### src/rtl/sha256_pkg.sv
`default_nettype none
// +-----------------------------------------------------------------------+
// | sha256_pkg                                                            |
// | Shared constants and types for the SHA-256 header feeder.             |
// | Revision: 1.0                                                         |
// +-----------------------------------------------------------------------+
package sha256_pkg;

    localparam logic [255:0] IV =
        256'h6a09e667_bb67ae85_3c6ef372_a54ff53a_510e527f_9b05688c_1f83d9ab_5be0cd19;

    // Message lengths in bits, written into the last 64 bits of a padded block
    localparam logic [63:0] LEN_640 = 64'd640;
    localparam logic [63:0] LEN_256 = 64'd256;

    typedef enum logic [2:0] {
        IDLE   = 3'd0,
        ISSUE0 = 3'd1,
        WAIT0  = 3'd2,
        ISSUE1 = 3'd3,
        WAIT1  = 3'd4,
        ISSUE2 = 3'd5,
        WAIT2  = 3'd6,
        DONE   = 3'd7
    } state_t;

    typedef enum logic [0:0] {
        PAD_640 = 1'b0,
        PAD_256 = 1'b1
    } len_sel_t;

endpackage
`default_nettype wire

### src/rtl/sha256_header_feeder_if.sv
`default_nettype none
// +-----------------------------------------------------------------------+
// | sha256_header_feeder_if                                               |
// | Link between the header feeder (master) and the sha256 core (slave).  |
// | Revision: 1.0                                                         |
// +-----------------------------------------------------------------------+
interface sha256_header_feeder_if;

    logic         core_enable;
    logic [511:0] core_data;
    logic [255:0] core_current_hash;
    logic [255:0] core_hash;
    logic         core_hash_done;

    modport master (
        output core_enable,
        output core_data,
        output core_current_hash,
        input  core_hash,
        input  core_hash_done
    );

    modport slave (
        input  core_enable,
        input  core_data,
        input  core_current_hash,
        output core_hash,
        output core_hash_done
    );

endinterface
`default_nettype wire

### src/rtl/sha256_pad.sv
`default_nettype none
// +-----------------------------------------------------------------------+
// | sha256_pad                                                            |
// | Combinational builder of the final padded 512-bit block.              |
// | Revision: 1.0                                                         |
// +-----------------------------------------------------------------------+
module sha256_pad
    import sha256_pkg::*;
(
    input  logic [127:0] tail_i,
    input  logic [255:0] chain_i,
    input  len_sel_t     sel_i,
    output logic [511:0] block_o
);

    always_comb begin
        block_o = {tail_i, 1'b1, 319'b0, LEN_640};
        if (sel_i == PAD_256) begin
            block_o = {chain_i, 1'b1, 191'b0, LEN_256};
        end
    end

endmodule
`default_nettype wire

### src/rtl/sha256_header_feeder.sv
`default_nettype none
// +-----------------------------------------------------------------------+
// | sha256_header_feeder                                                  |
// | Splits an 80-octet header into padded blocks and sequences the core.  |
// | Revision: 1.0                                                         |
// +-----------------------------------------------------------------------+
module sha256_header_feeder
    import sha256_pkg::*;
#(
    parameter int TIMEOUT = 255
) (
    input  logic                  clk,
    input  logic                  n_rst,
    input  logic                  start,
    input  logic                  dbl,
    input  logic [639:0]          msg,
    output logic                  busy,
    output logic [255:0]          digest,
    output logic                  digest_valid,
    output logic                  error,
    sha256_header_feeder_if.master core
);

    localparam int             CNT_W     = $clog2(TIMEOUT + 1);
    localparam logic [CNT_W-1:0] CNT_LIMIT = CNT_W'(TIMEOUT);

    state_t             state_q,  state_d;
    logic [CNT_W-1:0]   cnt_q,    cnt_d;
    logic [127:0]       tail_q,   tail_d;
    logic               dbl_q,    dbl_d;
    logic [511:0]       data_q,   data_d;
    logic [255:0]       chash_q,  chash_d;
    logic [255:0]       digest_q, digest_d;

    logic [511:0]       pad_block;
    len_sel_t           pad_sel;
    logic               expire;

    // Only the WAIT1 exit builds the re-hash block; WAIT0 builds the header tail
    assign pad_sel = (state_q == WAIT1) ? PAD_256 : PAD_640;
    assign expire  = ((cnt_q + CNT_W'(1)) == CNT_LIMIT);

    sha256_pad u_pad (
        .tail_i  (tail_q),
        .chain_i (core.core_hash),
        .sel_i   (pad_sel),
        .block_o (pad_block)
    );

    always_ff @(posedge clk or negedge n_rst) begin
        if (!n_rst) begin
            state_q  <= IDLE;
            cnt_q    <= '0;
            tail_q   <= '0;
            dbl_q    <= 1'b0;
            data_q   <= '0;
            chash_q  <= '0;
            digest_q <= '0;
        end else begin
            state_q  <= state_d;
            cnt_q    <= cnt_d;
            tail_q   <= tail_d;
            dbl_q    <= dbl_d;
            data_q   <= data_d;
            chash_q  <= chash_d;
            digest_q <= digest_d;
        end
    end

    always_comb begin
        state_d  = state_q;
        cnt_d    = cnt_q;
        tail_d   = tail_q;
        dbl_d    = dbl_q;
        data_d   = data_q;
        chash_d  = chash_q;
        digest_d = digest_q;
        error    = 1'b0;

        unique case (state_q)
            IDLE: begin
                if (start) begin
                    tail_d  = msg[127:0];
                    dbl_d   = dbl;
                    data_d  = msg[639:128];
                    chash_d = IV;
                    state_d = ISSUE0;
                end
            end
            ISSUE0: begin
                cnt_d   = '0;
                state_d = WAIT0;
            end
            ISSUE1: begin
                cnt_d   = '0;
                state_d = WAIT1;
            end
            ISSUE2: begin
                cnt_d   = '0;
                state_d = WAIT2;
            end
            WAIT0: begin
                if (core.core_hash_done) begin
                    data_d  = pad_block;
                    chash_d = core.core_hash;
                    state_d = ISSUE1;
                end else if (expire) begin
                    error   = 1'b1;
                    state_d = IDLE;
                end else begin
                    cnt_d = cnt_q + CNT_W'(1);
                end
            end
            WAIT1: begin
                if (core.core_hash_done) begin
                    if (dbl_q) begin
                        data_d  = pad_block;
                        chash_d = IV;
                        state_d = ISSUE2;
                    end else begin
                        digest_d = core.core_hash;
                        state_d  = DONE;
                    end
                end else if (expire) begin
                    error   = 1'b1;
                    state_d = IDLE;
                end else begin
                    cnt_d = cnt_q + CNT_W'(1);
                end
            end
            WAIT2: begin
                if (core.core_hash_done) begin
                    digest_d = core.core_hash;
                    state_d  = DONE;
                end else if (expire) begin
                    error   = 1'b1;
                    state_d = IDLE;
                end else begin
                    cnt_d = cnt_q + CNT_W'(1);
                end
            end
            DONE: begin
                state_d = IDLE;
            end
            default: begin
                state_d = IDLE;
            end
        endcase
    end

    assign busy                   = (state_q != IDLE);
    assign digest                 = digest_q;
    assign digest_valid           = (state_q == DONE);
    assign core.core_enable       = (state_q == ISSUE0) || (state_q == ISSUE1) ||
                                    (state_q == ISSUE2);
    assign core.core_data         = data_q;
    assign core.core_current_hash = chash_q;

endmodule
`default_nettype wire

### src/flat_wrapper.sv
// flat-port wrapper written by rule: the top's interface ports become plain ports
module sha256_header_feeder_flat import sha256_pkg::*;
#(
    parameter int TIMEOUT = 255
)
  (clk, n_rst, start, dbl, msg, busy, digest, digest_valid, error, core_core_enable, core_core_data, core_core_current_hash, core_core_hash, core_core_hash_done);
  sha256_header_feeder_if core_i ();
  input  logic clk;
  input  logic n_rst;
  input  logic start;
  input  logic dbl;
  input  logic [639:0] msg;
  output logic busy;
  output logic [255:0] digest;
  output logic digest_valid;
  output logic error;
  output wire logic [$bits(core_i.core_enable)-1:0] core_core_enable;
  output wire logic [$bits(core_i.core_data)-1:0] core_core_data;
  output wire logic [$bits(core_i.core_current_hash)-1:0] core_core_current_hash;
  input wire logic [$bits(core_i.core_hash)-1:0] core_core_hash;
  input wire logic [$bits(core_i.core_hash_done)-1:0] core_core_hash_done;
  assign core_core_enable = core_i.core_enable;
  assign core_core_data = core_i.core_data;
  assign core_core_current_hash = core_i.core_current_hash;
  assign core_i.core_hash = core_core_hash;
  assign core_i.core_hash_done = core_core_hash_done;
  sha256_header_feeder #(.TIMEOUT(TIMEOUT)) u_core (.clk(clk), .n_rst(n_rst), .start(start), .dbl(dbl), .msg(msg), .busy(busy), .digest(digest), .digest_valid(digest_valid), .error(error), .core(core_i));
endmodule
### config.mk
export PLATFORM = sky130hd
export DESIGN_NAME = sha256_header_feeder_flat
export DESIGN_NICKNAME = d
export VERILOG_FILES = /design/src/rtl/sha256_pkg.sv /design/src/rtl/sha256_header_feeder_if.sv /design/src/rtl/sha256_pad.sv /design/src/rtl/sha256_header_feeder.sv /design/src/flat_wrapper.sv
export SDC_FILE = /design/constraint.sdc
export NUM_CORES = 2
export LEC_CHECK = 0
export ABC_AREA = 1
export CORE_AREA = 2 2 754 756
export CTS_CLUSTER_DIAMETER = 200
export CTS_CLUSTER_SIZE = 8
export DETAILED_ROUTE_END_ITERATION = 8
export DIE_AREA = 0 0 756 758
export GPL_ROUTABILITY_DRIVEN = 0
export PLACE_DENSITY_LB_ADDON = 0.05
export REMOVE_ABC_BUFFERS = 1
export SYNTH_ARGS = -nofsm -noshare
export SYNTH_HDL_FRONTEND = slang
export SYNTH_HIERARCHICAL = 1
export SYNTH_SLANG_ARGS = --single-unit
### constraint.sdc
create_clock -name clk -period 2.3 [get_ports clk]
set_clock_uncertainty 0.15 [all_clocks]
set_input_delay 0.46 -clock clk [delete_from_list [all_inputs] [get_ports clk]]
set_output_delay 0.46 -clock clk [all_outputs]
set_load 0.01 [all_outputs]
Word-level counts from Yosys, hierarchy flattened
Index checks and enable logic that the tools add are counted.
Word-level totals
  register bits after elaboration: 1164
  input bits: 901
  output and inout port bits: 1028
  word-level logic and storage cells: 65
Cells by class
  $add $sub $neg: 1
  equal/unequal tests: 16
  mux-type cells: 28
  reduce and logical (&&, ||, !) cells: 13
Operators with widths (number)
  $mux 512: 5
  $mux 256: 6
  $pmux 512 s3: 1
  $pmux 256 s3: 1
  $pmux 256 s2: 1
  $pmux 3 s8: 1
  $mux 8: 2
  $pmux 8 s2: 1
  $mux 3: 5
  $ne 2x2->1 const B: 7
  $eq 3x3->1 const B: 4
  $add 8x1->8 const B: 1
  $eq 8x8->1 const B: 1
  $eq 3x2->1 const B: 2
  $reduce_bool 3->1: 2
  $reduce_or 3->1: 2
  $reduce_and 5->1: 1
  $mux 1: 4
  $reduce_and 4->1: 1
  $reduce_bool 2->1: 2
  $eq 3x1->1 const B: 1
  $logic_not 3->1: 1
  $reduce_and 3->1: 1
  $logic_or 1x1->1: 2
  3 further kinds: 3

Logic depth before layout (Yosys ltp)
  depth after elaboration: 6
  gate-level depth with buffers: 12
  depth with buffers taken out: 12

Cells and area by module
Netlist, hierarchy kept.
Modules (own cells, without submodules)
  sha256_header_feeder: instances 1, cells an instance 4780, area each 51072.7 µm², sequential area each 29127.9 µm²
  sha256_pad: instances 1, cells an instance 940, area each 4665.7 µm², sequential area each 0.0 µm²

Worst setup path before layout
No wires, ideal clock.
  kind: reg2reg
  start point: register u_core.state_q[1]
  end point: register u_core.data_q[431], in the netlist u_core/core.core_data[431]
  arrival time: 1.858 ns
  path slack: 0.166 ns
  stages on the path, launching flop included: 10
  path buffers: 3
  cells stage by stage: dfrtp_1 buf_2 nand2_1 nand2_1 nor2_1 buf_2 buf_2 mux2_2 nand2_1 o21ai_0
Between the ends
  cells in the longest elaborated chain, start to end: 6
  elaborated cells on any way between the ends: 15
  classes of those cells: eq/ne: 6; mux: 6; reduce/logical: 3
RTL lines
  start, declared: line sha256_header_feeder.sv:27  | state_t state_q, state_d;
  start signal, assigned: line sha256_header_feeder.sv:60  | state_q <= state_d;
  $eq 3x3->1: line sha256_header_feeder.sv:40, sha256_header_feeder.sv:80
  $mux 1: line sha256_header_feeder.sv:40  | assign pad_sel = (state_q == WAIT1) ? PAD_256 : PAD_640;
  $mux 512: line sha256_pad.sv:18  | if (sel_i == PAD_256) begin
  $mux 512: line sha256_header_feeder.sv:116  | if (dbl_q) begin
  $mux 512: line sha256_header_feeder.sv:115  | if (core.core_hash_done) begin
  $pmux 512 s3: line sha256_header_feeder.sv:80  | unique case (state_q)
  end signal, assigned: line sha256_header_feeder.sv:64  | data_q <= data_d;
  end, declared: line sha256_header_feeder.sv:31  | logic [511:0] data_q, data_d;
Parallel ways exist; a longest one is shown, timed or not. The select of a mux whose other input is x is not followed.
A chain may end at the register's enable or synchronous reset.

Final worst setup path
  start point: register u_core.cnt_q[0]
  end point: output error
Between the ends
  cells in the longest elaborated chain, start to end: 5
RTL lines
  start, declared: line sha256_header_feeder.sv:28  | logic [CNT_W-1:0] cnt_q, cnt_d;
  start signal, assigned: line sha256_header_feeder.sv:61  | cnt_q <= cnt_d;
  $add 8x1->8: line sha256_header_feeder.sv:41  | assign expire = ((cnt_q + CNT_W'(1)) == CNT_LIMIT);
  $eq 8x8->1: line sha256_header_feeder.sv:41
  $mux 1: line sha256_header_feeder.sv:107, sha256_header_feeder.sv:124, sha256_header_feeder.sv:135
  $mux 1: line sha256_header_feeder.sv:103  | if (core.core_hash_done) begin
  $mux 1
  end, declared: line flat_wrapper.sv:16  | output logic error;
No other way between the ends.

==> impl_metrics.ini <==
[status]
status = finished, violations left
violations = setup timing

[worst_setup_path]
start_kind = flop
crit_family = simple AND/OR/NAND/NOR gates
r2r-start = u_core/state_q[2]$_DFFE_PN0P_
cp.required_ns = 1.69
critPathKind = flop to primary output
cp_num_buf_inv = 1
max_stage_delay_ns = 0.41
r2r_slack_ns = -0.22
arrival_ns = 2.29
crit_path_cell_trace = ha_4 -> nand2_4 -> nor2_4 -> nand2_1 -> nand2_1 -> nand2_2 -> nor2_2 -> nand2_2 -> nor2_4 -> buf_12
worst_setup_path_end_kind = primary output
rr_worst_depth = 14
cp_max_fo = 4
r2r-end = u_core/core.core_data[57]$_DFFE_PN0P_
cp_slowest_cell = dfrtp_1
crit_start = u_core/cnt_q[0]$_DFFE_PN0P_

[routing]
dr.pass1.iters = 7
postRouteAntennaNets = 0
drt_iter0_markers = 1999
viasPerCell = 3.15
routed_wl_um = 434000
drc = 0
wire_per_inst_um = 27.4
num_vias = 49800

[power]
p_leak_nw = 43.6
swShare = 0.425
pwr-share-seq = 0.231
clockPowerShare = 0.152
p_per_area_nw_per_um2 = 1640
internal_power_w = 0.0927
p_sw_w = 0.0686
ir_drop_uv = 555
report.power.total_w = 0.161
comb_power_share = 0.617

[grt]
grt_pass1_wl_um = 535000
grt_max_degree = 103
grt.overflow.total = 0
grt_usage = 0.139
grt_pass1_vias = 51600
use_met3 = 0.0655
grt_busiest_layer = met2
grt_util_met2 = 0.244
met1_usage = 0.155
antenna_found_initial = 306

[layout]
mostFrequentLayoutCells = clkdlybuf4s50_1 (1,608), dfrtp_1 (1,146), inv_1 (908), nand2_1 (903), mux2_2 (701)
utilization = 0.175
syn2layout_area_growth_pct = 76.8
layout.cells.most_common = clkdlybuf4s50_1
drive_gt1_frac = 0.274
layout.nets = 9144

[clock_network]
root_buffer = clkbuf_16
clock-sinks = 1164
path_clk_slew_ns = 0.06
cts_tree = built
numCtsBuffers = 168
h-tree-depth = 4
cts_buffer_depth = 4
insertion_delay_ns = 0.89

[worst_hold_path]
hold_start = core_core_hash[74]
whs_path_depth = 3
hold_end = u_core/core.core_current_hash[74]$_DFFE_PN0P_
hp-class = primary input to flop

[logic_synthesis]
synth-seq-cells = 1164
synth_cell_types = 23
synth_cells = 5720
synth_area_um2 = 55700
synth_seq_area_share = 0.523
yosys.area.top_type = dfrtp_1
synth_top_area_share = 0.523
synth_area_per_cell_um2 = 9.74
synth_area_leaders = dfrtp_1 (52%), mux2_2 (18%), o21ai_0 (7.7%), nand2_1 (7.2%), inv_1 (6.1%)
yosysWarningCount = 6

[placement]
place_ws_ns = -0.486
place_hpwl_um = 329000
io_buffers = 1928

[floorplan]
die_x_um = 756
dieArea_um2 = 573000
num_io_pins = 1929
initial_utilization = 0.0988
core_um2 = 564000
num_rows = 276
die_h_um = 758

[run]
max_cap_viol_count = 0

[sta]
min_period_over_period = 1.26
slew_viol_final = 0
fin_crit_ns = 2.90
fmax_mhz = 345
fin_ws_ns = -0.597
rsz0062_at_grt = yes
maxSlewHeadroom = 0.469
finalHoldViolCount = 0
setup_viol = 1410
tightest_slew_ns = 0.797
power by group through the flow:
stage	Sequential (W)	Clock [W]	Combinational, W
floorplan	0.0322	0	0.0125
global placement	0.0377	0	0.0825
detailed placement	0.0377	0	0.0823
CTS	0.0376	0.0262	0.0881
global route	0.0387	0.0266	0.108
finish	0.0373	0.0245	0.0995
worst max path at each step:
stage,cells after the start,end,slack [ns]
after floorplan,8,u_core/core.core_current_hash[102]$_DFFE_PN0P_,-29.66
after global placement,9,u_core/core.core_data[31]$_DFFE_PN0P_,-0.49
after detailed placement,9,u_core/core.core_data[31]$_DFFE_PN0P_,-0.49
after CTS,10,error,-0.91
after global routing,10,error,-0.81
final,10,error,-0.60
stage by stage:
step | hold slack (ns) | TNS (ns) | area (um^2) | instances
global placement | 0.258 | -270.12 | 86400 | 15200
global route | 0.0560 | -328.28 | 98500 | 15800
detailed placement | 0.263 | -279.56 | 86400 | 15200
floorplan | 0.0144 | - | 53000 | 5376
CTS | 0.000658 | -397.41 | 93400 | 15600
finish | 0.101 | -153.67 | 98600 | 15800
cell type report:
type                            instances  area [um^2]
Clock inverter                         11          176
Multi-Input combinational cell       3296        22300
Sequential cell                      1164        29200
Tap cell                             7506         9390
Inverter                              916         3480
Clock buffer                          171         4270
Antenna cell                           61          153
Timing Repair inverter                  1         20.0
Fill cell                           63000       466000
Timing Repair Buffer                 2694        29600
sequential cells by signal (all words and copies together), names as in the netlist:
register / cells
u_core/dbl_q: 1
u_core/core.core_data: 512
u_core/cnt_q: 8
u_core/digest: 256
u_core/core.core_current_hash: 256
u_core/state_q: 3
u_core/tail_q: 128
synth_stat cells:
library cell     n
dfrtp_1       1164
buf_2          191
nand4_1          2
a21oi_1          2
mux2_2         897
inv_1          913
a31oi_1          1
nor2_1          17
nor4_4           1
buf_4          288
o21bai_1         1
ha_1             2
nand3_1        137
buf_6           13
nand2_1       1075
o21ai_1         53
nor3_1           2
buf_1            4
clkinv_1         1
o21ai_0        854
inv_2            2
conb_1           1
clkbuf_1        99
per-layer routing:
layer / part of all wire / wire length, um / vias up
met1: 0.39 / 169000 / 24400
met3: 0.097 / 42000 / 656
met2: 0.49 / 213000 / 1741
met5: 0.0032 / 1390 / -
li1: - / - / 22800
met4: 0.019 / 8350 / 224
worst min-delay path, cell delays in order:
cell	delay [ns]
clkdlybuf4s50_1	0.49
nand3_2	0.10
o21ai_1	0.05
kinds of logic (layout without fill, tap and decap cells):
kind of cell,after synthesis,after routing,share of synthesized area
DFF,1164,1164,0.523
and+or+nand+nor,1234,1234,0.0866
other,1,313,0.0000673
muxes,897,897,0.181
buffers and inverters,1511,3793,0.127
adders and majority gates,2,2,0.000449
AOI/OAI and AO/OA,911,911,0.0819
timing repair:
action                                   CTS  global route
hold buffers                             149             0
gates cloned                              26            90
buffers inserted                          55            70
pin swaps                                 31           118
hold endpoints to repair                 727             0
gates resized for setup                 1329           868
endpoints found under the setup margin  1901          1615
Note: power is estimated with default switching activity, not from simulation.
